## src/rtl/sram_arb_pkg.sv

```systemverilog
// sram_arb_pkg
//   Shared types and constants for the SRAM access arbiter.
//   - arb_state_t : sequencer states (IDLE, BUSY, RELEASE)
//   - PORT_CACHE / PORT_WRITE : requester indices (cache fill / write path)
//   - DEFAULT_TIMEOUT : default watchdog limit in BUSY cycles
//   - CNT_W : watchdog counter width
package sram_arb_pkg;

  typedef enum logic [1:0] {
    IDLE    = 2'd0,
    BUSY    = 2'd1,
    RELEASE = 2'd2
  } arb_state_t;

  localparam int PORT_CACHE      = 0;
  localparam int PORT_WRITE      = 1;
  localparam int DEFAULT_TIMEOUT = 255;
  localparam int CNT_W           = 8;

endpackage

```

## src/rtl/sram_access_arbiter_rr_grant2.sv

```systemverilog
// rr_grant2
//   Two-input round-robin picker. Holds the index of the last granted port
//   and, when both inputs request, picks the other one.
//   Ports:
//     clk, rst     : clock, asynchronous active-low reset
//     req[1:0]     : request vector (bit 0 = port 0, bit 1 = port 1)
//     grant_en     : commit the current pick into last_grant
//     grant_valid  : at least one request present
//     grant_idx    : index of the picked port
module rr_grant2 (
  input  logic       clk,
  input  logic       rst,
  input  logic [1:0] req,
  input  logic       grant_en,
  output logic       grant_valid,
  output logic       grant_idx
);

  logic last_grant_q;
  logic last_grant_d;

  // Contention goes to the port that was not served last; a lone request
  // simply wins.
  always_comb begin
    grant_valid = |req;
    if (req[0] && req[1]) begin
      grant_idx = ~last_grant_q;
    end else begin
      grant_idx = req[1];
    end
  end

  always_comb begin
    last_grant_d = last_grant_q;
    if (grant_en && grant_valid) begin
      last_grant_d = grant_idx;
    end
  end

  // Reset to 1 so that port 0 wins the first contention.
  always_ff @(posedge clk or negedge rst) begin
    if (!rst) begin
      last_grant_q <= 1'b1;
    end else begin
      last_grant_q <= last_grant_d;
    end
  end

endmodule

```

## src/rtl/sram_access_arbiter.sv

```systemverilog
// sram_access_arbiter
//   Shares one SRAM controller between the cache-fill port (0) and the
//   write-through port (1). Latches one request at a time, drives the
//   controller handshake in BUSY until mem_ready or watchdog expiry, then
//   pulses the granted port's ack in RELEASE with rdata/err.
//   Ports:
//     clk, rst                  : clock, asynchronous active-low reset
//     req*/we*/addr*/wdata*     : requester inputs, ports 0 and 1
//     ack0, ack1                : one-cycle completion pulses
//     err, rdata                : completion status / read data (held)
//     mem_rd_en, mem_wr_en      : controller enables (BUSY only)
//     mem_address, mem_wdata    : latched request towards controller
//     mem_rdata, mem_ready      : controller response
module sram_access_arbiter
  import sram_arb_pkg::*;
#(
  parameter int ADDR_W  = 32,
  parameter int DATA_W  = 32,
  parameter int TIMEOUT = DEFAULT_TIMEOUT
) (
  input  logic              clk,
  input  logic              rst,
  input  logic              req0,
  input  logic              req1,
  input  logic              we0,
  input  logic              we1,
  input  logic [ADDR_W-1:0] addr0,
  input  logic [ADDR_W-1:0] addr1,
  input  logic [DATA_W-1:0] wdata0,
  input  logic [DATA_W-1:0] wdata1,
  output logic              ack0,
  output logic              ack1,
  output logic              err,
  output logic [DATA_W-1:0] rdata,
  output logic              mem_rd_en,
  output logic              mem_wr_en,
  output logic [ADDR_W-1:0] mem_address,
  output logic [DATA_W-1:0] mem_wdata,
  input  logic [DATA_W-1:0] mem_rdata,
  input  logic              mem_ready
);

  localparam logic [CNT_W-1:0] TIMEOUT_CNT = CNT_W'(TIMEOUT);

  arb_state_t        state_q, state_d;
  logic [CNT_W-1:0]  cnt_q, cnt_d;
  logic              port_q, port_d;
  logic              we_q, we_d;
  logic [ADDR_W-1:0] addr_q, addr_d;
  logic [DATA_W-1:0] wdata_q, wdata_d;
  logic [DATA_W-1:0] rdata_q, rdata_d;
  logic              err_q, err_d;

  logic grant_valid;
  logic grant_idx;

  rr_grant2 u_rr (
    .clk         (clk),
    .rst         (rst),
    .req         ({req1, req0}),
    .grant_en    (state_q == IDLE),
    .grant_valid (grant_valid),
    .grant_idx   (grant_idx)
  );

  // State register and datapath latches.
  always_ff @(posedge clk or negedge rst) begin
    if (!rst) begin
      state_q <= IDLE;
      cnt_q   <= '0;
      port_q  <= 1'b0;
      we_q    <= 1'b0;
      addr_q  <= '0;
      wdata_q <= '0;
      rdata_q <= '0;
      err_q   <= 1'b0;
    end else begin
      state_q <= state_d;
      cnt_q   <= cnt_d;
      port_q  <= port_d;
      we_q    <= we_d;
      addr_q  <= addr_d;
      wdata_q <= wdata_d;
      rdata_q <= rdata_d;
      err_q   <= err_d;
    end
  end

  // Next-state logic. The watchdog counter starts at 0 in the first BUSY
  // cycle, so expiry at TIMEOUT_CNT means TIMEOUT+1 BUSY cycles in total;
  // mem_ready is checked first so it wins on the final count.
  always_comb begin
    state_d = state_q;
    case (state_q)
      IDLE:    if (grant_valid) state_d = BUSY;
      BUSY:    if (mem_ready || (cnt_q == TIMEOUT_CNT)) state_d = RELEASE;
      RELEASE: state_d = IDLE;
      default: state_d = IDLE;
    endcase
  end

  // Datapath: latch the granted request in IDLE, count and capture the
  // response in BUSY. rdata/err otherwise hold until the next completion.
  always_comb begin
    cnt_d   = cnt_q;
    port_d  = port_q;
    we_d    = we_q;
    addr_d  = addr_q;
    wdata_d = wdata_q;
    rdata_d = rdata_q;
    err_d   = err_q;
    case (state_q)
      IDLE: begin
        if (grant_valid) begin
          port_d  = grant_idx;
          we_d    = grant_idx ? we1 : we0;
          addr_d  = grant_idx ? addr1 : addr0;
          wdata_d = grant_idx ? wdata1 : wdata0;
          cnt_d   = '0;
        end
      end
      BUSY: begin
        if (mem_ready) begin
          rdata_d = mem_rdata;
          err_d   = 1'b0;
        end else if (cnt_q == TIMEOUT_CNT) begin
          rdata_d = '0;
          err_d   = 1'b1;
        end else begin
          cnt_d = cnt_q + 1'b1;
        end
      end
      default: ;
    endcase
  end

  // Outputs are decoded from registered state only, so nothing here
  // depends combinationally on the request inputs.
  always_comb begin
    mem_rd_en   = (state_q == BUSY) && !we_q;
    mem_wr_en   = (state_q == BUSY) && we_q;
    ack0        = (state_q == RELEASE) && (port_q == 1'(PORT_CACHE));
    ack1        = (state_q == RELEASE) && (port_q == 1'(PORT_WRITE));
    err         = err_q;
    rdata       = rdata_q;
    mem_address = addr_q;
    mem_wdata   = wdata_q;
  end

endmodule

```

## config.mk

```make
export PLATFORM = sky130hd
export DESIGN_NAME = sram_access_arbiter
export DESIGN_NICKNAME = d
export VERILOG_FILES = /design/src/rtl/sram_arb_pkg.sv /design/src/rtl/sram_access_arbiter_rr_grant2.sv /design/src/rtl/sram_access_arbiter.sv
export SDC_FILE = /design/constraint.sdc
export NUM_CORES = 1
export LEC_CHECK = 0
export ABC_AREA = 1
export CAP_MARGIN = 40
export CORE_ASPECT_RATIO = 0.9
export CORE_MARGIN = 3
export CORE_UTILIZATION = 43
export DETAILED_ROUTE_END_ITERATION = 16
export PLACE_DENSITY = 0.87
export SLEW_MARGIN = 20
export SYNTH_ARGS = -nofsm -noshare
export SYNTH_HDL_FRONTEND = slang
export SYNTH_HIERARCHICAL = 1
export SYNTH_SLANG_ARGS = --single-unit
```

## constraint.sdc

```tcl
create_clock -name clk -period 3.8 [get_ports clk]
set_clock_uncertainty 0.1 [all_clocks]
set_input_delay 0.38 -clock clk [delete_from_list [all_inputs] [get_ports clk]]
set_output_delay 0.38 -clock clk [all_outputs]
set_load 0.005 [all_outputs]
```

==> impl_metrics.yaml, run 1 <==
die:
  coreArea_sq_um: 11100
  start_util_pct: 45.4
  die-area_sq_um: 13100
  rows: 36
  chipHeight_um: 109
  io-pin-count: 268
  die_w_um: 120
grt:
  grt_pass1_vias: 5065
  grt_max_degree: 74
  grt_util_all_layers_pct: 23.9
  grt_pass1_wl_um: 24900
  grt_antenna_before_repair: 0
  gr-total-overflow: 0
logic_synthesis:
  yosysTopAreaCell: "dfrtp_1"
  synth_area_leaders: "dfrtp_1, nand2_1, nor2_1"
  synth_cell_type_count: 30
  yosysTopAreaCellShare_pct: 54.0
  ys_warn_count: 6
  synth_edf_count: 0
  synth.most_common_cell: "nand2_1"
  ys_async_sr_fraction_pct: 100
  syn-num-nets: 764
  synth_commonest_cells: "nand2_1, nor2_1, dfrtp_1"
  ys_seq_elements: 110
  synth-main-ff-cell: "dfrtp_1"
  syn_area_sq_um: 5050
  syn_inst: 596
  yosysSeqAreaShare_pct: 54.5
  avgSynthCellArea_sq_um: 8.48
layout:
  layout-drive-gt1-share_pct: 5.29
  diodes: 0
  fin_cells: 1002
  final_nets: 1013
  syn2layout_area_growth_pct: 61.1
  postLayoutCellArea_sq_um: 8140
  final_util_pct: 73.1
pwr:
  power_uw: 5620
  leakage_uw: 0.00365
  irDropWorstVdd_mv: 0.406
  powerDensity_nw_per_um2: 690
detailed_routing:
  wl_per_cell_um: 15.9
  drtIter0Drc: 377
  drc: 0
  drtAntennaViolNets: 0
  via_per_inst: 5.06
  num_vias: 5072
  drtPass1Iterations: 5
  wl_um: 15900
sta:
  tns_ps: 0
  rsz0062_at_grt: "false"
  timing.fmax_ghz: 0.468
  min_period_ps: 2140
  period_share_pct: 56.3
  final-hold-violation-count: 0
  finalSetupViolations: 0
  drv_slew: 0
  relSlewSlack_pct: 53.7
  tightest_slew_ps: 693
place:
  routabilityCongestion: 0.813
  placed_area_sq_um: 7770
  numPortBuffers: 267
  dp.cells: 984
  dp_hpwl_um: 11800
worst_setup_path:
  worstSetupEndpointType: "flop"
  crit_required_ps: 3980
  regToRegEndpoint: "rdata[21]"
  cp_max_fo: 34
  crit_path_start_kind: "flop"
  worst_ep_arrival_time_ps: 2320
  reg2regPathDepth: 7
  worstSetupPathType: "reg -> reg"
  r2r_setup_slack_ps: 1660
  r2r_start: "state_q[1]"
clocking:
  clock-root-buffer: "clkbuf_16"
  cts_sinks: 110
  cts_tree: "built"
  cts_made_buffers: 9
  insertion_delay_ps: 350
  clockBufferDepth: 2
  clk_pin_slew_ps: 70
  cts.htree.levels: 3
job:
  cap_violations: 0
status:
  outcome: "finished, final reports clean"
min_path:
  hold_class: "in -> async"
## power breakdown
part	switching, uW	total, uW	internal, uW
Combinational	1140	2550	1420
Clock	425	1030	601
Sequential	319	2040	1720
Total	1880	5620	3740
## placed cells by master (no fill, tap or decap), types with 3 or more instances in the layout
cell	synthesis	final
buf_4	4	7
clkbuf_16	0	9
clkdlybuf4s50_1	0	266
dfrtp_1	109	109
inv_1	13	12
inv_2	3	4
nand2_1	163	163
nand2_2	4	3
nand3_1	45	45
nor2_1	137	137
o31ai_1	61	61
o31ai_2	4	4
## repair_timing
action	CTS	global route
hold buffers	0	1
setup buffers	0	0
hold endpoints to repair	0	9
resized for setup	0	0
## state kept, by name, indices dropped and copies added (netlist names)
register / count
mem_address: 32
we_q: 1
u_rr/last_grant_q: 1
port_q: 1
mem_wdata: 32
state_q: 2
cnt_q: 8
err: 1
rdata: 32
## area by class of cell
| type | count | area (sq um) |
|---|---|---|
| clock buffers | 10 | 239 |
| clock inverters | 6 | 91.3 |
| fillers | 814 | 2990 |
| inverters | 16 | 60.1 |
| multi-input cells | 432 | 2030 |
| flip-flops and latches | 110 | 2750 |
| well taps | 152 | 190 |
| repair buffers | 276 | 2770 |
## worst max-delay path, cell delays in order, from the launching register on
cell and delay, ps:
dfrtp_1 400, inv_1 90, nand2_2 90, inv_2 100, nand2_2 400, inv_2 630, nand2_1 140, nand2_1 100
## per-layer routing
layer | GRT usage (%) | share of wire, %
met5 | 0 | 0
met4 | 7.04 | 1.8
met3 | 7.47 | 7.5
met2 | 43.6 | 52
met1 | 27.1 | 39
## logic make-up after synthesis
family / synth area share, %
flip-flops: 54.5
adder cells (fa/ha/maj): 0.248
AO/OA/AOI/OAI: 10.8
AND/OR/NAND/NOR: 28.9
buffers and inverters: 5.42
XOR/XNOR: 0.173
## per-stage QoR
stage / hold slack [ps] / setup WS (ps)
global route: 307 / 1460
detailed placement: 366 / 1430
CTS: 27.9 / 1660
floorplan: -15.6 / 2230
finish: 312 / 1660
global placement: 355 / 1540
## worst max-delay path by stage
stage	startpoint	end	slack [ps]	cells after the start
4_1_cts	state_q[1]	rdata[21]	1660	7
3_5_place_dp	req0	mem_address[14]	1430	7
2_1_floorplan	u_rr/last_grant_q	mem_address[27]	2230	7
3_3_place_gp	mem_ready	rdata[12]	1540	5
5_1_grt	state_q[1]	rdata[21]	1460	7
6_report	state_q[1]	rdata[21]	1660	7
No activity file was read; power rests on OpenSTA's default activity.
==> inputs of run 2 (changes only) <==
- CORE_UTILIZATION: 43 -> 36
- PLACE_DENSITY: 0.87 -> 0.77
- clock period: 3.8 -> 1.8 ns (I/O delays scaled with it)
==> impl_metrics.yaml, run 2 (same netlist as run 1, synthesis figures left out) <==
status:
  outcome: "finished, final reports clean"
sta:
  final-hold-violation-count: 0
  finalSetupViolations: 0
  min_period_ps: 1680
  timing.fmax_ghz: 0.595
  period_share_pct: 93.4
  tns_ps: 0
  rsz0062_at_grt: "false"
  drv_slew: 0
  worst_hold_slack_ps: 204
  relSlewSlack_pct: 71.7
  tightest_slew_ps: 424
worst_setup_path:
  worst_ep_arrival_time_ps: 1840
  crit_required_ps: 1950
  crit_start: "u_rr/last_grant_q"
  worstSetupPathType: "reg -> reg"
  r2r_start: "u_rr/last_grant_q"
  r2r_setup_slack_ps: 120
  crit_path_start_kind: "flop"
  reg2regPathDepth: 6
  cp_slowest_stage_delay_ps: 540
  crit_slowest_cell: "dfstp_2"
  worstSetupEndpointType: "flop"
  critPathCapture: "mem_wdata[12]"
  cp_max_fo: 30
  regToRegEndpoint: "mem_wdata[12]"
  path_cells: "nand2_1, and2_2, inv_2, buf_12, nor2_1, o31ai_1"
pwr:
  pwr-share-seq_pct: 36.1
  powerDensity_nw_per_um2: 1430
  p_comb_share_pct: 47.0
  intPower_uw: 7850
  leakage_uw: 0.00375
  p_switching_uw: 4040
  clock_power_share_pct: 17.0
  power_uw: 11900
  p_sw_share_pct: 34.0
  irDropWorstVdd_mv: 1.09
layout:
  layout_commonest_cell: "clkdlybuf4s50_1"
  nFillCells: 1187
  seq_area_sq_um: 2760
  multi_input_area_sq_um: 2040
  syn2layout_area_growth_pct: 64.5
  layout-drive-gt1-share_pct: 6.84
  final_nets: 1025
  layout_common_cells: "clkdlybuf4s50_1, nand2_1, nor2_1"
  diodes: 0
grt:
  grt_pass1_wl_um: 24800
  grt_pass1_vias: 4917
  gr-total-overflow: 0
  grt_antenna_before_repair: 0
  grt_max_degree: 49
  grt_util_all_layers_pct: 20.3
die:
  coreArea_sq_um: 13500
  rows: 40
  io-pin-count: 268
  die-area_sq_um: 15500
  die_w_um: 131
  chipHeight_um: 118
  start_util_pct: 37.4
clocking:
  cts_tree: "built"
  clock-root-buffer: "clkbuf_16"
  insertion_delay_ps: 350
  cts_made_buffers: 9
  clk_pin_slew_ps: 80
  cts_sinks: 110
  cts.htree.levels: 3
  clockBufferDepth: 2
detailed_routing:
  drtAntennaViolNets: 0
  wl_um: 15500
  via_per_inst: 4.81
  num_vias: 4951
  wl_per_cell_um: 15.0
  drtPass1Iterations: 4
  drc: 0
  drtIter0Drc: 200
place:
  numPortBuffers: 267
  dp_hpwl_um: 11600
  routabilityCongestion: 0.828
job:
  cap_violations: 0
min_path:
  hold_class: "in -> async"
[run 2: changes by cell type in the layout (fill, tap and decap cells not counted), sizes merged]
cell           change
buf               +12
bufinv             -2
clkdlybuf4s50      -4
clkinv             -2
clkinvlp           +1
dlygate4sd2        +3
dlymetal6s2s       +1
inv                +3
[run 2: layer usage]
layer,global-route usage [%],vias to the layer above,part of all wire (%)
met1,24.1,2282,40
met4,6.17,0,1.9
met5,0,-,0
met3,7.86,19,8.7
li1,-,2472,-
met2,33.8,178,49
[run 2: worst min-delay path by stage]
| stage | startpoint | endpoint | slack [ps] |
|---|---|---|---|
| 3_3_place_gp | rst | mem_address[1] | 50 |
| 5_1_grt | rst | mem_address[1] | 230 |
| 6_report | rst | mem_address[0] | 200 |
| 4_1_cts | rst | mem_address[0] | 200 |
| 3_5_place_dp | rst | mem_address[1] | 50 |
| 2_1_floorplan | rst | cnt_q[0] | -220 |
[run 2: metrics by stage]
step / setup WS [ps] / std cells / area (sq um) / utilization (%)
floorplan: 232 / 596 / 5050 / -
global placement: 49.1 / 1012 / 7990 / 59.1
detailed placement: -58.5 / 1012 / 7990 / 59.1
CTS: 0.966 / 1029 / 8300 / 61.4
global route: 9.55 / 1030 / 8310 / 61.5
finish: 119 / 1030 / 8310 / 61.5
[run 2: power by group through the flow]
stage	combinational (uW)	sequential, uW	clock, uW
floorplan	2170	4350	0
global placement	5570	4290	0
detailed placement	5650	4330	0
CTS	5650	4300	2100
global route	6150	4450	2150
finish	5580	4290	2020
[run 2: what timing repair did]
item	4_1_cts	5_1_grt
resized for setup	3	3
setup endpoints to repair	3	4
setup buffers	0	1
endpoints found under the hold margin	31	0
hold buffers	1	0
[run 2: area by class of cell]
class	count	area share (%)
Clock inverter	6	0.707
Tap cell	168	2.53
Timing Repair Buffer	288	35.5
Clock buffer	10	2.87
Sequential cell	110	33.1
Inverter	16	0.722
Multi-Input combinational cell	432	24.5
[run 2: critical path, delay by kind of cell (launching register included)]
| family | cells | cell delay (ps) |
|---|---|---|
| flops | 1 | 540 |
| simple gates | 3 | 340 |
| buf+inv | 2 | 330 |
| compound gates | 1 | 270 |
